## config.mk

```make
export PLATFORM = sky130hd
export DESIGN_NAME = pakout_arb
export DESIGN_NICKNAME = d
export VERILOG_FILES = /design/src/rtl/pakout_arb.sv
export SDC_FILE = /design/constraint.sdc
export NUM_CORES = 1
export LEC_CHECK = 0
export CORE_AREA = 2 2 85 87
export DETAILED_ROUTE_END_ITERATION = 6
export DIE_AREA = 0 0 87 89
export PLACE_DENSITY = 0.78
export SYNTH_ARGS = -nofsm -noshare
export SYNTH_HDL_FRONTEND = slang
export SYNTH_SLANG_ARGS = --single-unit
```

## constraint.sdc

```tcl
create_clock -name i_clk -period 2.38 [get_ports i_clk]
set_clock_uncertainty 0.15 [all_clocks]
set_input_delay 0.476 -clock i_clk [delete_from_list [all_inputs] [get_ports i_clk]]
set_output_delay 0.476 -clock i_clk [all_outputs]
set_load 0.02 [all_outputs]
```

## src/rtl/pakout_arb.sv

```systemverilog
// pakout_arb: round-robin arbiter sharing one toggle-handshake packet link
// among NIN sources; drops packets with out-of-range destinations.
// Ports:
//   i_clk, reset (sync, active-high)  ready     : 0 in reset cycle, then 1
//   rcv_req/ack/pak : NIN input links (two-phase toggle handshake)
//   snd_req/ack/pak : single output link (snd_pak registered)
//   o_grant   : one-hot owner of the output, 0 when idle
//   o_err     : sticky drop flag      o_fst_err : first dropped packet
//   o_fwd_cnt : wrapping count of forwarded packets

`ifndef NS_ADDRESS_SIZE
`define NS_ADDRESS_SIZE 6
`endif
`ifndef NS_DATA_SIZE
`define NS_DATA_SIZE 4
`endif

module pakout_arb #(
  parameter int NIN      = 4,
  parameter int ASZ      = `NS_ADDRESS_SIZE,
  parameter int DSZ      = `NS_DATA_SIZE,
  parameter int PSZ      = ASZ + DSZ,
  parameter int MIN_ADDR = 0,
  parameter int MAX_ADDR = 55,
  parameter int CSZ      = 16
) (
  input  logic               i_clk,
  input  logic               reset,
  output logic               ready,
  input  logic [NIN-1:0]     rcv_req,
  output logic [NIN-1:0]     rcv_ack,
  input  logic [NIN*PSZ-1:0] rcv_pak,
  output logic               snd_req,
  input  logic               snd_ack,
  output logic [PSZ-1:0]     snd_pak,
  output logic [NIN-1:0]     o_grant,
  output logic               o_err,
  output logic [PSZ-1:0]     o_fst_err,
  output logic [CSZ-1:0]     o_fwd_cnt
);

  localparam int PW = (NIN > 1) ? $clog2(NIN) : 1;

  typedef enum logic {
    S_IDLE,
    S_WAIT
  } state_t;

  state_t         r_state, w_state;
  logic [PW-1:0]  r_rr, w_rr;
  logic [PW-1:0]  r_sel, w_sel;
  logic           r_ready;
  logic           r_snd_req, w_snd_req;
  logic [NIN-1:0] r_rcv_ack, w_rcv_ack;
  logic [PSZ-1:0] r_snd_pak, w_snd_pak;
  logic [NIN-1:0] r_grant, w_grant;
  logic           r_err, w_err;
  logic [PSZ-1:0] r_fst, w_fst;
  logic [CSZ-1:0] r_cnt, w_cnt;

  logic [NIN-1:0] w_pend;
  logic [PW-1:0]  w_pick;
  logic           w_found;
  logic [PSZ-1:0] w_pak;
  logic [ASZ-1:0] w_dst;
  logic           w_legal;

  function automatic logic [PW-1:0] nxt(
    input logic [PW-1:0] s
  );
    if (int'(s) == NIN - 1) return '0;
    return s + PW'(1);
  endfunction

  // Scan from rr_ptr upward; iterating downward lets
  // the lowest offset win the final assignment.
  always_comb begin
    int j;
    j       = 0;
    w_pend  = rcv_req ^ r_rcv_ack;
    w_found = 1'b0;
    w_pick  = '0;
    for (int k = NIN - 1; k >= 0; k--) begin
      j = int'(r_rr) + k;
      if (j >= NIN) j = j - NIN;
      if (w_pend[PW'(j)]) begin
        w_found = 1'b1;
        w_pick  = PW'(j);
      end
    end
  end

  always_comb begin
    w_pak   = rcv_pak[int'(w_pick)*PSZ +: PSZ];
    w_dst   = w_pak[PSZ-1 -: ASZ];
    w_legal = (int'(w_dst) >= MIN_ADDR)
           && (int'(w_dst) <= MAX_ADDR);
  end

  always_comb begin
    w_state   = r_state;
    w_rr      = r_rr;
    w_sel     = r_sel;
    w_snd_req = r_snd_req;
    w_rcv_ack = r_rcv_ack;
    w_snd_pak = r_snd_pak;
    w_grant   = r_grant;
    w_err     = r_err;
    w_fst     = r_fst;
    w_cnt     = r_cnt;
    unique case (r_state)
      S_IDLE: begin
        if (w_found && w_legal) begin
          w_snd_pak = w_pak;
          w_snd_req = ~r_snd_req;
          w_grant   = NIN'(1) << w_pick;
          w_sel     = w_pick;
          w_state   = S_WAIT;
        end else if (w_found) begin
          // Drop: ack the source directly, link untouched.
          w_rcv_ack[w_pick] = ~r_rcv_ack[w_pick];
          w_err = 1'b1;
          if (!r_err) w_fst = w_pak;
          w_rr = nxt(w_pick);
        end
      end
      S_WAIT: begin
        if (snd_ack == r_snd_req) begin
          w_rcv_ack[r_sel] = ~r_rcv_ack[r_sel];
          w_cnt   = r_cnt + CSZ'(1);
          w_rr    = nxt(r_sel);
          w_grant = '0;
          w_state = S_IDLE;
        end
      end
      default: w_state = S_IDLE;
    endcase
  end

  always_ff @(posedge i_clk) begin
    if (reset) begin
      r_state   <= S_IDLE;
      r_rr      <= '0;
      r_sel     <= '0;
      r_ready   <= 1'b0;
      r_snd_req <= 1'b0;
      r_rcv_ack <= '0;
      r_snd_pak <= '0;
      r_grant   <= '0;
      r_err     <= 1'b0;
      r_fst     <= '0;
      r_cnt     <= '0;
    end else begin
      r_state   <= w_state;
      r_rr      <= w_rr;
      r_sel     <= w_sel;
      r_ready   <= 1'b1;
      r_snd_req <= w_snd_req;
      r_rcv_ack <= w_rcv_ack;
      r_snd_pak <= w_snd_pak;
      r_grant   <= w_grant;
      r_err     <= w_err;
      r_fst     <= w_fst;
      r_cnt     <= w_cnt;
    end
  end

  assign ready     = r_ready;
  assign snd_req   = r_snd_req;
  assign rcv_ack   = r_rcv_ack;
  assign snd_pak   = r_snd_pak;
  assign o_grant   = r_grant;
  assign o_err     = r_err;
  assign o_fst_err = r_fst;
  assign o_fwd_cnt = r_cnt;

endmodule

```

* After elaboration in Yosys (flattened, before gate mapping) *
Index checks and enable logic that the tools add are counted.

word-level totals
  output and inout bits = 47
  logic and storage cells = 120
  register bits after elaboration = 52
  input port bits = 47

operators by class
  mux-type cells = 60
  bitwise gates (word level) = 7
  equality and inequality tests = 7
  shift operators = 2
  magnitude comparators = 13
  add/subtract/negate cells = 10
  multiply operators = 1
  reduce and logical (&&, ||, !) cells = 9

operators with widths
  operator                 number
  $shiftx A40 B7 Y10       1
  $mux W2                  15
  $mux W1                  26
  $mux W4                  5
  $add A16 B1 Y16 const B  1
  $lt A2 B4 Y1 const B     4
  $pmux W4 S2              2
  $bmux W1 S2              6
  $ge A3 B3 Y1 const B     3
  $bwmux W4                2
  $sub A2 B1 Y2 const B    4
  $add A2 B2 Y3 const B    2
  $le A6 B6 Y1 const B     1
  $lt A2 B3 Y1 const B     2
  $ne A2 B2 Y1 const B     3
  $not A1 Y1               6
  $reduce_and A2 Y1        3
  $reduce_and A3 Y1        2
  $mul A2 B3 Y5 const B    1
  $add A2 B1 Y2 const B    2
  $demux W1 S2             2
  $eq A2 B1 Y1 const B     2
  $ge A2 B1 Y1 const B     2
  $pmux W2 S2              1
  9 further kinds          11

* Longest topological paths before layout *
  word-level depth = 20
  depth in mapped cells = 11
  gate-level depth less buffers = 9

* Worst setup path after synthesis *
No wires, ideal clock.

  path kind = flip-flop to flip-flop
  start = register r_rcv_ack[1] (netlist: rcv_ack[1])
  end = register r_grant[1] (netlist: o_grant[1])
  data required time = 2.114 ns
  path slack = -0.284 ns
  path buffers = 2
  clock period less this slack = 2.664 ns
  setup time = 0.116 ns
  stages on the path, launching flop included = 12
  arrival time = 2.398 ns
  cells stage by stage = dfxtp_1 > xor2_1 > o22ai_1 > o22a_2 > clkinv_2 > buf_6 > a21oi_1 > a22o_2 > o31ai_4 > buf_4 > nor3b_1 > a41o_1

between the ends
  longest elaborated chain between the ends = 14
  elaborated cells between the ends (all ways) = 30
  classes of those cells = mul (1); order compare (1); eq/ne (1); shift (2); mux (22); bitwise (1); reduce/logical (2)

RTL lines
  what                                        line  RTL
  start, declared                             54    logic [NIN-1:0] r_rcv_ack, w_rcv_ack;
  start signal, assigned                      159   r_rcv_ack <= w_rcv_ack;
  $xor A4 B4 Y4 (*)                           80    w_pend = rcv_req ^ r_rcv_ack;
  $bmux W1 S2                                 86    if (w_pend[PW'(j)]) begin
  $mux W1 (not written as such) (2 in a row)  86
  $mux W2 (4 in a row)                        86
  $mul A2 B3 Y5                               94    w_pak = rcv_pak[int'(w_pick)*PSZ +: PSZ];
  $shiftx A40 B7 Y10                          94
  $le A6 B6 Y1                                97    && (int'(w_dst) <= MAX_ADDR);
  $logic_and A1 B1 Y1                         113   if (w_found && w_legal) begin
  $ne A2 B2 Y1 (no line)                      n/a
  $reduce_and A2 Y1 (no line)                 n/a
  end signal, assigned                        161   r_grant <= w_grant;
  end, declared                               56    logic [NIN-1:0] r_grant, w_grant;

Every way passes the cells marked *; elsewhere a longest branch is shown, timed or not. The select of a mux whose other input is x is not followed.
A chain may end at the register's enable or synchronous reset.

* Worst setup path after layout *
  start = input rcv_req[3]
  end = register r_rcv_ack[2] (netlist: rcv_ack[2])

between the ends
  longest elaborated chain between the ends = 16
  elaborated cells between the ends (all ways) = 40
  classes of those cells = mul (1); order compare (3); eq/ne (2); shift (1); mux (28); bitwise (2); reduce/logical (3)

RTL lines
  what                                                   line  RTL
  start, declared                                        30    input logic [NIN-1:0] rcv_req,
  $xor A4 B4 Y4 (*)                                      80
  branches (longest 15 deep; another with $le A6 B6 Y1)  n/a

Every way passes the cells marked *. The select of a mux whose other input is x is not followed.

==> impl_metrics.py <==
metrics = {
    "run_status": {
        "status": "finished with violations",
        "violations": "negative setup slack",
    },
    "synthesis": {
        "async_flop_share_pct": 0,
        "yosys_warnings": 0,
        "synth-edff-count": 0,
        "synth_common_cells": "dfxtp_1, nand2_1, nand3_1",
        "synthCells": 324,
        "postSynthNetCount": 380,
        "synth_top_area_share_pct": 38.0,
        "seq_area_frac_synth_pct": 38.0,
        "synth_area_sq_mm": 0.00274,
        "yosysMostFrequentCell": "dfxtp_1",
        "synth-seq-cells": 52,
        "syn_area_per_cell_sq_um": 8.46,
        "synth_top_cell_by_area": "dfxtp_1",
        "yosysUniqueCellTypes": 47,
        "synth_area_leaders": "dfxtp_1, nand2_1, nand3_1",
        "synth_ff_type": "dfxtp_1",
    },
    "cells_and_area": {
        "area_delta_synth_final_pct": 58.2,
        "num-fill-cells": 549,
        "final_cells": 539,
        "final_core_util_pct": 64.6,
        "diodes": 0,
        "nets": 514,
        "drive_gt1_share_pct": 22.7,
        "design_area_sq_mm": 0.00434,
    },
    "clock_tree": {
        "numCtsBuffers": 5,
        "cts_tree": "done",
        "htree_levels": 2,
        "cts_sinks": 52,
        "cts_root_buf": "clkbuf_8",
        "clock_latency_ns": 0.31,
        "clk_pin_slew_ns": 0.10,
        "clock_path_buffers": 2,
    },
    "route": {
        "detail-route-antenna-nets": 0,
        "drc": 0,
        "vias": 2807,
        "drt-initial-drc-count": 134,
        "wl_per_cell_microns": 14.2,
        "vias_per_cell": 5.21,
        "dr.pass1.iters": 4,
        "wl_microns": 7680,
    },
    "floorplanning": {
        "die_area_sq_mm": 0.00774,
        "die_h_microns": 89,
        "rows": 30,
        "ioPinCount": 94,
        "fp.dieW_microns": 87,
        "start_util_pct": 40.8,
        "core_sq_mm": 0.00672,
    },
    "timing": {
        "layout_setup_ws_ns": -0.179,
        "rsz0062_at_grt": "true",
        "worst_slew_pin_slew_ns": 0.432,
        "fin_crit_sh_pct": 108,
        "period_minus_slack_ns": 2.56,
        "hold_violations": 0,
        "setup_viol": 34,
        "drv_slew": 0,
        "holdWs_ns": 0.324,
        "relSlewSlack_pct": 71.2,
        "max_freq_mhz": 391,
    },
    "global_route": {
        "track_usage_pct": 20.3,
        "grt_pass1_vias": 2783,
        "grt_pass1_wl_microns": 12600,
        "grt_max_degree": 29,
        "antenna_found_initial": 0,
        "grt_overflow_total": 0,
    },
    "worst_setup_path": {
        "worst-path-max-fanout": 6,
        "cp.required_ns": 2.45,
        "worst_setup_path_end_kind": "flop",
        "cp-start-kind": "input pin",
        "criticalPathCategory": "input pin to flop",
        "arrival_ns": 2.63,
    },
    "placement": {
        "place_congestion": 0.862,
        "dpl.hpwl_microns": 5580,
        "placed_cell_area_sq_mm": 0.00407,
        "placedCellCount": 515,
        "preCtsSetupSlack_ns": -0.848,
        "io_buffers": 93,
    },
    "pwr": {
        "peakVddDrop_v": 0.000763,
        "powerDensity_mw_per_mm2": 1200,
        "leakagePower_nw": 1.69,
    },
    "run": {
        "cap_violations": 0,
    },
    "hold_path": {
        "hold_path_class": "flop to flop",
    },
}
-- per-layer routing --
| layer | GRT usage [%] | vias to the layer above | part of all wire (%) |
|---|---|---|---|
| met2 | 34.4 | 83 | 48 |
| met3 | 5.36 | 15 | 5.9 |
| met4 | 7.10 | 0 | 1.9 |
| met1 | 24.9 | 1312 | 44 |
| li1 | - | 1397 | - |
| met5 | 0 | - | 0 |
-- per-stage QoR --
stage | TNS [ns] | total power (W)
after global placement | -23.83 | 0.00425
after global routing | -8.22 | 0.00558
after CTS | -2.82 | 0.00512
after floorplan | -0.560 | 0.00317
after detailed placement | -26.07 | 0.00433
final | -3.81 | 0.00523
-- layout make-up --
cell class / instances / area [sq um] / share of cell area [%]
multi-input combinational: 241 / 1690 / 39.0
timing repair buffer: 146 / 1350 / 31.1
sequential: 52 / 1060 / 24.3
tap: 80 / 100 / 2.31
clock buffer: 5 / 68.8 / 1.59
inverter: 12 / 50.0 / 1.15
clock inverter: 3 / 21.3 / 0.490
-- power breakdown --
| group | total, W | leakage, nW | switching (W) | internal (W) |
|---|---|---|---|---|
| combinational | 0.00339 | 1.22 | 0.00168 | 0.00172 |
| sequential | 0.00131 | 0.428 | 0.000197 | 0.00111 |
| clock | 0.000521 | 0.0445 | 0.000312 | 0.000210 |
| total | 0.00523 | 1.69 | 0.00218 | 0.00304 |
-- final timing paths --
check	cells after the start	start	slack [ns]	endpoint
worst min-delay path	2	snd_pak[3]$_SDFFE_PP0P_	0.32	snd_pak[3]$_SDFFE_PP0P_
worst min register to register	2	snd_pak[3]$_SDFFE_PP0P_	0.32	snd_pak[3]$_SDFFE_PP0P_
worst max register to register	11	rcv_ack[2]$_SDFFE_PP0P_	-0.16	rcv_ack[2]$_SDFFE_PP0P_
worst max-delay path	11	rcv_req[3]	-0.18	rcv_ack[2]$_SDFFE_PP0P_
-- kinds of logic after synthesis --
| kind of cell | count (synthesis) | share of synthesized area (%) |
|---|---|---|
| mux | 19 | 7.62 |
| compound gates | 63 | 17.7 |
| xor+xnor | 17 | 5.71 |
| fa+ha+maj | 9 | 4.11 |
| buf+inv | 31 | 5.20 |
| flops | 52 | 38.0 |
| simple gates | 133 | 21.7 |
-- what timing repair did --
action,4_1_cts,5_1_grt
setup endpoints to repair,35,34
resized for setup,27,8
buffers inserted,12,3
hold endpoints to repair,0,0
gates cloned,1,0
hold buffers,0,0
pin swaps,13,6
-- cells in the final DEF, fill, tap and decap left out, types with 3 or more instances in the layout --
master	count
or3_1	5
clkdlybuf4s50_1	89
a211oi_2	6
buf_6	4
buf_4	47
nand2_1	51
clkbuf_8	5
inv_1	9
nand4_1	4
a41o_1	4
dfxtp_1	48
nor3b_1	4
buf_2	3
a21oi_1	13
dfxtp_4	4
mux2_2	5
a221oi_1	3
mux2i_1	13
xor2_1	9
o21ai_0	14
ha_1	9
nand3_1	37
xnor2_1	3
nor2_1	26
-- worst max-delay path: stages --
cell and delay (ns):
clkdlybuf4s15_2 0.22, xor2_4 0.21, o21bai_1 0.19, o22a_2 0.23
mux2_2 0.37, o211ai_1 0.20, buf_4 0.18, o31ai_4 0.06
buf_4 0.18, buf_4 0.13, a211oi_2 0.17
-- registers in the layout (all words and copies together) (netlist names), 2 cells and up --
signal / count
o_fst_err: 10
o_fwd_cnt: 16
o_grant: 4
r_rr: 2
r_sel: 2
rcv_ack: 4
snd_pak: 10
Power figures use the tool's default switching activity.
